<file path="src/rtl/cpu_trace_pkg.sv">
// Shared types for the CPU trace buffer: FSM states, trigger modes and entry width.
package cpu_trace_pkg;

    typedef enum logic [1:0] {
        ST_IDLE  = 2'd0,
        ST_ARMED = 2'd1,
        ST_POST  = 2'd2,
        ST_DONE  = 2'd3
    } state_t;

    typedef enum logic [1:0] {
        TRIG_IMM  = 2'd0,
        TRIG_PC   = 2'd1,
        TRIG_ZERO = 2'd2,
        TRIG_NEG  = 2'd3
    } trig_mode_t;

    // One entry holds {pc, instr, alu, zero, neg}.
    function automatic int entry_w(input int data_w);
        return 3 * data_w + 2;
    endfunction

endpackage

</file>
<file path="src/rtl/cpu_trace_buffer_ram.sv">
// Trace storage: synchronous write, asynchronous read; contents are never reset.
// Zero-latency read, no flow control of its own.
module trace_ram #(
    parameter int DEPTH = 16,
    parameter int WIDTH = 26,
    parameter int AW    = $clog2(DEPTH)
) (
    input  logic             clk,
    input  logic             we,
    input  logic [AW-1:0]    waddr,
    input  logic [WIDTH-1:0] wdata,
    input  logic [AW-1:0]    raddr,
    output logic [WIDTH-1:0] rdata
);

    logic [WIDTH-1:0] mem [DEPTH];

    always_ff @(posedge clk) begin
        if (we) begin
            mem[waddr] <= wdata;
        end
    end

    assign rdata = mem[raddr];

endmodule

</file>
<file path="src/rtl/cpu_trace_buffer.sv">
// Circular CPU trace capture with trigger and post-trigger window; readout in DONE.
// Samples written same cycle; readout is combinational valid/ready, held stable under backpressure.
module cpu_trace_buffer
    import cpu_trace_pkg::*;
#(
    parameter int DATA_W    = 8,
    parameter int DEPTH     = 16,
    parameter int POST_TRIG = 8
) (
    input  logic                         clk,
    input  logic                         rst_n,
    input  logic                         arm,
    input  logic [1:0]                   trig_mode,
    input  logic [DATA_W-1:0]            trig_pc,
    input  logic                         sample_en,
    input  logic [DATA_W-1:0]            pc_in,
    input  logic [DATA_W-1:0]            instr_in,
    input  logic [DATA_W-1:0]            alu_in,
    input  logic                         zero_in,
    input  logic                         neg_in,
    output logic                         rd_valid,
    input  logic                         rd_ready,
    output logic [entry_w(DATA_W)-1:0]   rd_data,
    output logic [1:0]                   state_o,
    output logic [$clog2(DEPTH):0]       count
);

    localparam int             PW       = $clog2(DEPTH);
    localparam int             EW       = entry_w(DATA_W);
    localparam logic [PW:0]    FULL     = (PW+1)'(DEPTH);
    localparam logic [PW:0]    POST_LIM = (PW+1)'(POST_TRIG);
    localparam logic [PW:0]    CNT_ONE  = (PW+1)'(1);
    localparam logic [PW-1:0]  PTR_ONE  = PW'(1);

    state_t        state, state_nx;
    logic [PW-1:0] wr_ptr, wr_nx, rd_ptr, rd_nx;
    logic [PW:0]   cnt_nx, post_cnt, post_nx, cnt_sat;
    logic          we, trig_hit, xfer;
    logic [EW-1:0] wr_entry;

    assign wr_entry = {pc_in, instr_in, alu_in, zero_in, neg_in};
    assign cnt_sat  = (count == FULL) ? FULL : count + CNT_ONE;
    assign rd_valid = (state == ST_DONE) && (count != '0);
    assign xfer     = rd_valid && rd_ready;
    assign state_o  = state;

    always_comb begin
        trig_hit = 1'b0;
        case (trig_mode_t'(trig_mode))
            TRIG_IMM:  trig_hit = 1'b1;
            TRIG_PC:   trig_hit = (pc_in == trig_pc);
            TRIG_ZERO: trig_hit = zero_in;
            TRIG_NEG:  trig_hit = neg_in;
        endcase
    end

    always_comb begin
        state_nx = state;
        wr_nx    = wr_ptr;
        rd_nx    = rd_ptr;
        cnt_nx   = count;
        post_nx  = post_cnt;
        we       = 1'b0;
        case (state)
            ST_IDLE: begin
                if (arm) begin
                    state_nx = ST_ARMED;
                    wr_nx    = '0;
                    cnt_nx   = '0;
                end
            end
            ST_ARMED: begin
                if (sample_en) begin
                    we     = 1'b1;
                    wr_nx  = wr_ptr + PTR_ONE;
                    cnt_nx = cnt_sat;
                    if (trig_hit) begin
                        post_nx  = '0;
                        state_nx = (POST_TRIG == 0) ? ST_DONE : ST_POST;
                    end
                end
            end
            ST_POST: begin
                if (sample_en) begin
                    we      = 1'b1;
                    wr_nx   = wr_ptr + PTR_ONE;
                    cnt_nx  = cnt_sat;
                    post_nx = post_cnt + CNT_ONE;
                    if (post_nx == POST_LIM) begin
                        state_nx = ST_DONE;
                    end
                end
            end
            ST_DONE: begin
                // A re-arm wins over a same-cycle transfer.
                if (arm) begin
                    state_nx = ST_ARMED;
                    wr_nx    = '0;
                    cnt_nx   = '0;
                end else if (xfer) begin
                    rd_nx  = rd_ptr + PTR_ONE;
                    cnt_nx = count - CNT_ONE;
                    if (cnt_nx == '0) begin
                        state_nx = ST_IDLE;
                    end
                end
            end
        endcase
        // Oldest surviving entry sits count slots behind the write pointer; a full buffer gives wr_ptr.
        if (state != ST_DONE && state_nx == ST_DONE) begin
            rd_nx = wr_nx - cnt_nx[PW-1:0];
        end
    end

    always_ff @(posedge clk) begin
        if (!rst_n) begin
            state    <= ST_IDLE;
            wr_ptr   <= '0;
            rd_ptr   <= '0;
            count    <= '0;
            post_cnt <= '0;
        end else begin
            state    <= state_nx;
            wr_ptr   <= wr_nx;
            rd_ptr   <= rd_nx;
            count    <= cnt_nx;
            post_cnt <= post_nx;
        end
    end

    trace_ram #(
        .DEPTH (DEPTH),
        .WIDTH (EW)
    ) u_ram (
        .clk   (clk),
        .we    (we),
        .waddr (wr_ptr),
        .wdata (wr_entry),
        .raddr (rd_ptr),
        .rdata (rd_data)
    );

endmodule

</file>
<file path="config.mk">
export PLATFORM = sky130hd
export DESIGN_NAME = cpu_trace_buffer
export DESIGN_NICKNAME = d
export VERILOG_FILES = /design/src/rtl/cpu_trace_pkg.sv /design/src/rtl/cpu_trace_buffer_ram.sv /design/src/rtl/cpu_trace_buffer.sv
export SDC_FILE = /design/constraint.sdc
export NUM_CORES = 1
export LEC_CHECK = 0
export ABC_AREA = 1
export CAP_MARGIN = 20
export CORE_UTILIZATION = 35
export CTS_CLUSTER_DIAMETER = 30
export DETAILED_ROUTE_END_ITERATION = 7
export GPL_TIMING_DRIVEN = 0
export HOLD_SLACK_MARGIN = 0.1
export PLACE_DENSITY = 0.56
export SLEW_MARGIN = 20
export SYNTH_ARGS = -nofsm -noshare
export SYNTH_HDL_FRONTEND = slang
export SYNTH_SLANG_ARGS = --single-unit
</file>
<file path="constraint.sdc">
create_clock -name clk -period 3.6 [get_ports clk]
set_input_delay 0.36 -clock clk [delete_from_list [all_inputs] [get_ports clk]]
set_output_delay 0.36 -clock clk [all_outputs]
set_load 0.02 [all_outputs]
</file>
# Yosys cells after proc, flatten, opt, wreduce, memory -nomap -nowiden
# Memories as Yosys holds them, arrays and structs flattened. A register that Yosys moved wholly into a read port is not among the register bits.
# Index checks and enable logic that the tools add are counted.
dict set report classes {
  add_sub_neg 6
  reduce_logical 15
  eq_ne 18
  muxes 33
}
# op n
set op_table {}
lappend op_table {{5-bit two-way mux} 8}
lappend op_table {{4-bit two-way mux} 8}
lappend op_table {{2-bit two-way mux} 8}
lappend op_table {{5-bit case mux with 3 select lines} 1}
lappend op_table {{5-bit by 1-bit adder with 5-bit output, second input constant} 2}
lappend op_table {{2-bit equality test, second input constant} 5}
lappend op_table {{2-bit != test, second input constant} 5}
lappend op_table {{5-bit case mux with 2 select lines} 1}
lappend op_table {{4-bit by 1-bit adder with 4-bit output, second input constant} 2}
lappend op_table {{8-bit equality test} 1}
lappend op_table {{2-bit case mux with 4 select lines} 1}
lappend op_table {{4-bit case mux with 2 select lines} 1}
lappend op_table {{3-bit AND reduction} 2}
lappend op_table {{2-bit nonzero test} 3}
lappend op_table {{5-bit by 4-bit equality test with 1-bit output, second input constant} 1}
lappend op_table {{5-bit equality test, second input constant} 1}
lappend op_table {{5-bit logical NOT} 1}
lappend op_table {{5-bit nonzero test} 1}
lappend op_table {{5-bit by 1-bit subtractor with 5-bit output, second input constant} 1}
lappend op_table {{2-bit by 1-bit equality test with 1-bit output, second input constant} 2}
lappend op_table {{2-bit logical NOT} 2}
lappend op_table {{1-bit two-way mux} 4}
lappend op_table {{2-bit by 1-bit != test with 1-bit output, second input constant} 2}
lappend op_table {{1-bit case mux with 4 select lines} 1}
lappend op_table {{5 further kinds} 8}
dict set report word_totals {
  register_bits 20
  mem_count 1
  inputBits 41
  output_inout_bits 34
  ramBits 416
}
# name depth word_bits rd rd_clocked_by_memory_dff write_ports line_no
set memory_table {}
lappend memory_table {u_ram.mem 16 26 1 1 1 cpu_trace_buffer_ram.sv:16} ;# logic [WIDTH-1:0] mem [DEPTH];

# Depth between registers and ports, before layout
# Gate-level depths: netlist of run 1.
dict set report logic_depth {
  word_depth 12
  ltp_mapped 27
  mapped_depth_nobuf 26
}

# By module
# From an unflattened synthesis of run 1, not the netlist that was laid out.
dict set report unflattened {
  cells_unflattened 1972
  hier_area_um2 19525.0
}
# module instances seq_area_each_um2 cells_each area_per_inst_um2
set by_module_without_submodules {}
lappend by_module_without_submodules {trace_ram 1 12492.0 1701 17793.3}
lappend by_module_without_submodules {cpu_trace_buffer 1 400.4 271 1731.7}

# Least setup slack after synthesis of run 1
# OpenSTA, ideal clock, no wires.
dict set report synth_timing {
  kind {flip-flop to flip-flop}
  start {register state[0] (netlist: state_o[0])}
  end {memory u_ram.mem[11][0] (enable)}
  t_arrival_ps 2702
  required_ps 3191
  path_stages_with_launch 8
  slack_ps 489
  n_path_buf 1
  path_cell_list {dfxtp_1 -> inv_1 -> ha_1 -> nand2_1 -> inv_1 -> clkbuf_1 -> nand3_1 -> nor2_1}
}
dict set report synth_via {
  elab_chain_len 5
}
# item line_no
set synth_lines {}
lappend synth_lines {{from (decl)} cpu_trace_buffer.sv:35} ;# state_t state, state_nx;
lappend synth_lines {{from (signal assigned)} cpu_trace_buffer.sv:123} ;# state <= state_nx;
lappend synth_lines {{2-bit equality test / 2-bit by 1-bit equality test with 1-bit output (equally long branches)} cpu_trace_buffer.sv:64} ;# case (state)
lappend synth_lines {{2-bit OR reduction (no source line) (*)} n/a}
lappend synth_lines {{1-bit two-way mux (*)} n/a}
lappend synth_lines {{1-bit two-way mux (*)} cpu_trace_buffer_ram.sv:19} ;# if (we) begin
lappend synth_lines {{1-bit two-way mux (not written as such) (*)} cpu_trace_buffer_ram.sv:20} ;# mem[waddr] <= wdata;
lappend synth_lines {{to (decl)} cpu_trace_buffer_ram.sv:16}
# Mark *: on every way between the ends. The rest lies on a longest branch, timed or not.

==> run metrics, run 1 <==
status finished clean; wire length per cell about 23 um; GRT Resource Usage Total between 20% and 30%; Max Cap Viol 0; crit path max-delay cell type dfxtp_1; RD Place Congestion a little over 0.8; WP buf/inv 3; Pwr Total 0.0151 W; Pleak 8.21 nW; chip width approximately 230 um; Worst Setup Path Type register to primary output; DRT Wirelength approximately 53,000 um; f_max between 200 and 300 MHz; Comb pwr share 5.1%; Post-CTS Hold Buffers 0; antenna cells 0; initial antenna violation count 1; Mapped Cells around 1.4k; Syn Nets 1,454; max_slew headroom a little under a third; clock latency on the worst-skew pair ~610 ps; max incr delay on CP approximately 700 ps; Hold Path Cell Cnt 1; Sw Share 21.6%; post-synth cell types 36; Psw approximately 0.0033 W; Syn-to-layout area delta 30.1%; Top Ports 75; clock buffer depth 3; clk root buf clkbuf_16; Congestion Overflow GR 0; Routed Antenna Nets 0; post-detail-place hpwl around 34,000 um; Initial Utilization 35.6%; worst-path maximum fanout 10; FF-to-FF path depth 22; H-tree depth 3; Via density roughly 5.2; Max Slew Vio Count 0; Seq pwr share around 38%; total CTS buffers 95; Worst Clk Skew about 23 ps; hold slack roughly 500 ps; register area share after synthesis 70.6%; Least-Margin Pin Slew around 1000 ps; Worst Path Arrival between 3000 and 4000 ps; Site Rows 83; Finish-stage setup viols 0; Cell Chain, Critical Path clkinv_2, clkbuf_1, nand3_1, nand2_1, clkdlybuf4s50_1; Max rail drop VDD between 300 and 400 uV; largest net degree at the start of global routing 19; clock tree from TritonCTS yes; Vias ~12k; Main synth FF type edfxtp_1; Worst path depth 5; Port Buffers 74; Crit path max-delay family buffers and inverters; Final Hold Viols 0; Worst Path Required around 3200 ps; DRT Pass-1 Iters 5; # DRC 0; DRT iter0 DRCs about 1.1k; nature of the critical path endpoint primary output; die extent in y 231 um; final period utilization 95.7%; TritonCTS sink count 440; share of layout cells above drive strength 1 approximately 15%; Int Pwr about 0.012 W; number of enable flip-flop cells after synthesis approximately 420; PD cells 631 nW/um^2; core box area slightly above 50,000 um^2; asr flop ratio synth 0%; die area around 53,000 um^2; Critical Path Start Type register; cell area after synthesis 18,400 um^2; Clk network pwr share 57.3%; Clock Pin Slew Worst Setup and Hold Paths about 40 ps; Worst Hold Class register to register; average size of a mapped cell between 10 and 15 um^2; global-route wire length before repair 78,200 um; synthesis-stage register bit count between 400 and 500; vias in the first global route between 10k and 15k; post-layout min period ~3400 ps; Yosys warnings 0; layout net count approximately 1.6k
==> cells by family (layout without fill, tap and decap cells) <==
kind of cell / Yosys count / count (layout) / share of synthesized area [%]
DFF: 440 / 440 / 70.6
AOI/OAI and AO/OA: 371 / 371 / 11.6
buffers and inverters: 228 / 498 / 4.92
and+or+nand+nor: 221 / 221 / 5.29
muxes: 104 / 104 / 5.67
adders and majority gates: 18 / 18 / 1.27
xor gates and xnor gates: 13 / 13 / 0.620
==> stage by stage <==
| step | worst slack, ps | util [%] | setup TNS, ps | std cells | area (um^2) |
|---|---|---|---|---|---|
| 5_1_grt | -3.34 | 46.3 | -6.61 | 2345 | 23900 |
| 3_3_place_gp | -1370 | 38.7 | -441410 | 2149 | 20000 |
| 3_5_place_dp | 129 | 39.9 | 0 | 2168 | 20600 |
| 4_1_cts | 2.33 | 46.3 | 0 | 2345 | 23900 |
| 2_1_floorplan | 489 | - | 0 | 1395 | 18400 |
| 6_report | 156 | 46.3 | 0 | 2345 | 23900 |
==> layout by cell type, fill, tap and decap left out, drive strengths merged, types with 8 or more instances in the layout <==
cell type      Yosys  routed
o211ai           104     104
nand2            109     109
mux2i            104     104
a21oi            124     124
clkinvlp           0      12
o21ai            136     136
inv              149     153
clkbuf            52     158
clkdlybuf4s50      0      74
nand3             52      52
buf               25      43
edfxtp           416     416
nor2              47      47
xnor2              8       8
ha                17      17
dfxtp             24      24
clkinv             2      45
bufinv             0      13
==> synth_stat cells, types with 5 or more instances <==
library cell | number | share of area, %
clkbuf_1 | 52 | 1.1
ha_1 | 17 | 1.2
buf_4 | 7 | 0.29
xnor2_1 | 8 | 0.38
mux2i_1 | 104 | 5.7
o21ai_0 | 135 | 3.7
nand4_1 | 5 | 0.17
nor3_1 | 5 | 0.14
o211ai_1 | 104 | 4.3
buf_2 | 12 | 0.33
nand3_1 | 49 | 1.3
buf_1 | 5 | 0.10
nand2_1 | 105 | 2.1
nor2_1 | 43 | 0.88
inv_1 | 149 | 3.0
dfxtp_1 | 24 | 2.6
xor2_1 | 5 | 0.24
edfxtp_1 | 416 | 68
a21oi_1 | 124 | 3.4
==> timing repair <==
| action | 4_1_cts | 5_1_grt |
|---|---|---|
| gates cloned | 0 | 1 |
| setup buffers | 0 | 1 |
| pin swaps | 0 | 0 |
| setup endpoints to repair | 26 | 24 |
| resized for setup | 35 | 7 |
==> flip-flops by register name, summed over array words and instances, names as in the netlist, named ones only <==
signal,count
u_ram.mem,416
count,5
post_cnt,5
rd_ptr,4
wr_ptr,4
state_o,2
==> power by group through the flow <==
stage / logic [W] / registers, W / clock network (W)
2_1_floorplan: 0.000380 / 0.00576 / 0
4_1_cts: 0.000774 / 0.00567 / 0.00873
3_5_place_dp: 0.000769 / 0.00576 / 0
5_1_grt: 0.000835 / 0.00567 / 0.00900
3_3_place_gp: 0.000747 / 0.00576 / 0
6_report: 0.000768 / 0.00567 / 0.00865
==> area by class of cell <==
cell class	instances	area [um^2]
Fill cell	4529	27700
Sequential cell	440	13000
Multi-Input combinational cell	727	4620
Clock buffer	108	2510
Timing Repair Buffer	94	1260
Tap cell	680	851
Clock inverter	71	718
Inverter	151	572
Buffer	73	383
Timing Repair inverter	1	5.00
==> layer usage <==
layer  up-vias  track usage, %  part of all wire (%)  wire [um]
met5         -               0                 0.021         11
met4         2            6.68                   2.0       1070
met3        86            3.80                   7.5       3970
met2       520            32.9                    48      25200
met1      5974            27.0                    43      22600
li1       5539               -                     -          -
==> final timing paths <==
check / from / to / slack, ps
setup / recovery: register / rd_data[15] / 160
hold / removal: post_cnt[0] / post_cnt[0] / 500
setup reg to reg: state_o[0] / register / 350
hold reg to reg: post_cnt[0] / post_cnt[0] / 500
Power figures use the tool's default switching activity.
==> run 2, diff against run 1 <==
CORE_ASPECT_RATIO = 0.5   (was unset)
==> run 2 against run 1 <==
Against the previous run:
- wire length decreased by 1.4%
- register-to-register slack hardly changed
- worst hold slack improved by 6.5 ps
- count of clock-buffer cells in the layout down 30
- flip-flop and latch count unchanged
- final area down 3.6%
==> run metrics, run 2 (synthesis gave the netlist of run 1 again) <==
die extent in y 164 um (was 231 um); global-route wire length before repair 75,400 um (was 78,200 um); Biggest register u_ram.mem (unchanged); largest net degree at the start of global routing 19 (unchanged); wire length per cell 22.7 um (was 22.6 um); RD Place Congestion 0.806 (was 0.817); Top Usage Layer GRT met2 (unchanged); clock buffer depth 3 (unchanged); # DRC 0 (unchanged); most frequent cells in the layout edfxtp_1 (416), inv_1 (148), o21ai_0 (135) (unchanged); final period utilization 99.2% (was 95.7%); Initial Utilization 36.0% (was 35.6%); TritonCTS sink count 440 (unchanged); Top Ports 75 (unchanged); Critical Path Start Type register (unchanged); PD cells 583 nW/um^2 (was 631 nW/um^2); max_slew headroom 32.9% (was 30.4%); DRT Pass-1 Iters 5 (unchanged); DRT iter0 DRCs 1,369 (was 1,117); vias in the first global route 11.3k (was 12.2k); status finished clean (unchanged); Final Hold Viols 0 (unchanged); Largest register FFs 416 (unchanged); dpl ws 86.1 ps (was 129 ps); RSZ-0062 raised after global routing no; nature of the critical path endpoint primary output (unchanged); final setup margin 30.2 ps (was 156 ps); met3 usage 4.89% (was 3.80%); layout net count 1,616 (was 1,642); Worst Hold Class register to register (unchanged); Max Cap Viol 0 (unchanged); post-detail-place hpwl 32,900 um (was 33,800 um); post-layout min period 3570 ps (was 3440 ps); Syn-to-layout area delta 25.4% (was 30.1%); Worst Path Arrival 3210 ps (was 3080 ps); Worst Path Required 3240 ps (about the same); Site Rows 58 (was 83); clock latency on the worst-skew pair 600 ps (was 610 ps); cell area after placement 20,500 um^2 (was 20,600 um^2); antenna cells 0 (unchanged); Port Buffers 74 (unchanged); Vias 11.8k (was 12.1k); Max Slew Vio Count 0 (unchanged); Via density 5.14 (was 5.17); total CTS buffers 69 (was 95); worst-path maximum fanout 10 (unchanged); non-filler cells, final 2,301 (was 2,345); final cell area excluding filler cells 23,000 um^2 (was 23,900 um^2); Max rail drop VDD 328 uV (was 353 uV); Congestion Overflow GR 0 (unchanged); core box area 51,000 um^2 (was 51,600 um^2); chip width 326 um (was 231 um); Fin Setup TNS 0 ps (unchanged); Clock Pin Slew Worst Setup and Hold Paths 50 ps (was 40 ps); Pleak 7.81 nW (was 8.21 nW); dpl cells 2,175 (was 2,168); Least-Margin Pin Slew 1010 ps (was 1040 ps); Worst Clk Skew 18.1 ps (was 22.8 ps); Routed Antenna Nets 0 (unchanged); H-tree depth 3 (unchanged); leading cell type in the layout, fill and taps excluded edfxtp_1 (unchanged); M1 GR Usage 27.9% (was 27.0%); clock tree from TritonCTS yes (unchanged); share of layout cells above drive strength 1 13.2% (was 15.1%); initial antenna violation count 1 (unchanged); DRT Wirelength 52,100 um (was 52,900 um); Fill cells 4,512 (was 4,529); clk root buf clkbuf_16 (unchanged); Finish-stage setup viols 0 (unchanged); Worst Setup Path Type register to primary output (unchanged); f_max 280 MHz (was 290 MHz); GR Util met2 29.9% (was 32.9%); die area 53,500 um^2 (was 53,400 um^2); GRT Resource Usage Total 19.7% (was 20.2%); Largest regs u_ram.mem x416, count x5, post_cnt x5 (unchanged)
==> run 2: per-stage QoR <==
step | total power [W] | hold slack (ps) | util, %
5_1_grt | 0.0138 | 546 | 45.2
3_5_place_dp | 0.00652 | 493 | 40.2
2_1_floorplan | 0.00614 | 459 | -
6_report | 0.0134 | 503 | 45.2
4_1_cts | 0.0135 | 505 | 45.1
3_3_place_gp | 0.00651 | 476 | 39.1
==> run 2: area by class of cell <==
type                    instances  area (um^2)  share of cell area, %
plain buffers                  73          375                   1.63
clock buffers                  78         1800                   7.83
clock inverters                47          651                   2.82
inverters                     151          572                   2.48
multi-input cells             727         4610                   20.0
flip-flops and latches        440        13000                   56.3
well taps                     690          863                   3.75
repair buffers                 95         1190                   5.16
==> run 2: worst max-delay path: stages, from the launching register on <==
cell and delay [ps]:
dfxtp_1 800, clkinv_2 460, clkbuf_1 470, nand3_1 250, nand2_1 90, clkdlybuf4s50_1 540
==> run 2: worst paths after layout <==
kind               start     endpoint  slack [ps]  depth (start not counted)
min          post_cnt[1]  post_cnt[1]         500                          2
min reg2reg  post_cnt[1]  post_cnt[1]         500                          2
max             register  rd_data[16]          30                          5
max reg2reg   state_o[0]     register         350                         22
==> run 2: metal layers <==
layer / wire [um] / up-vias / part of all wire, %
met5: 54 / - / 0.10
met2: 22900 / 482 / 44
met4: 972 / 2 / 1.9
met3: 4680 / 83 / 9.0
met1: 23500 / 5786 / 45
li1: - / 5480 / -
==> run 2: what timing repair did <==
action | 4_1_cts | 5_1_grt
resized for setup | 27 | 15
buffers inserted | 0 | 5
endpoints found under the setup margin | 26 | 28
hold buffers | 0 | 0
==> run 2: report_power, final <==
part / internal (W) / total, W / leakage [nW] / switching (W)
clock network: 0.00448 / 0.00699 / 1.19 / 0.00252
logic: 0.000278 / 0.000773 / 2.68 / 0.000495
registers: 0.00564 / 0.00566 / 3.94 / 0.0000195
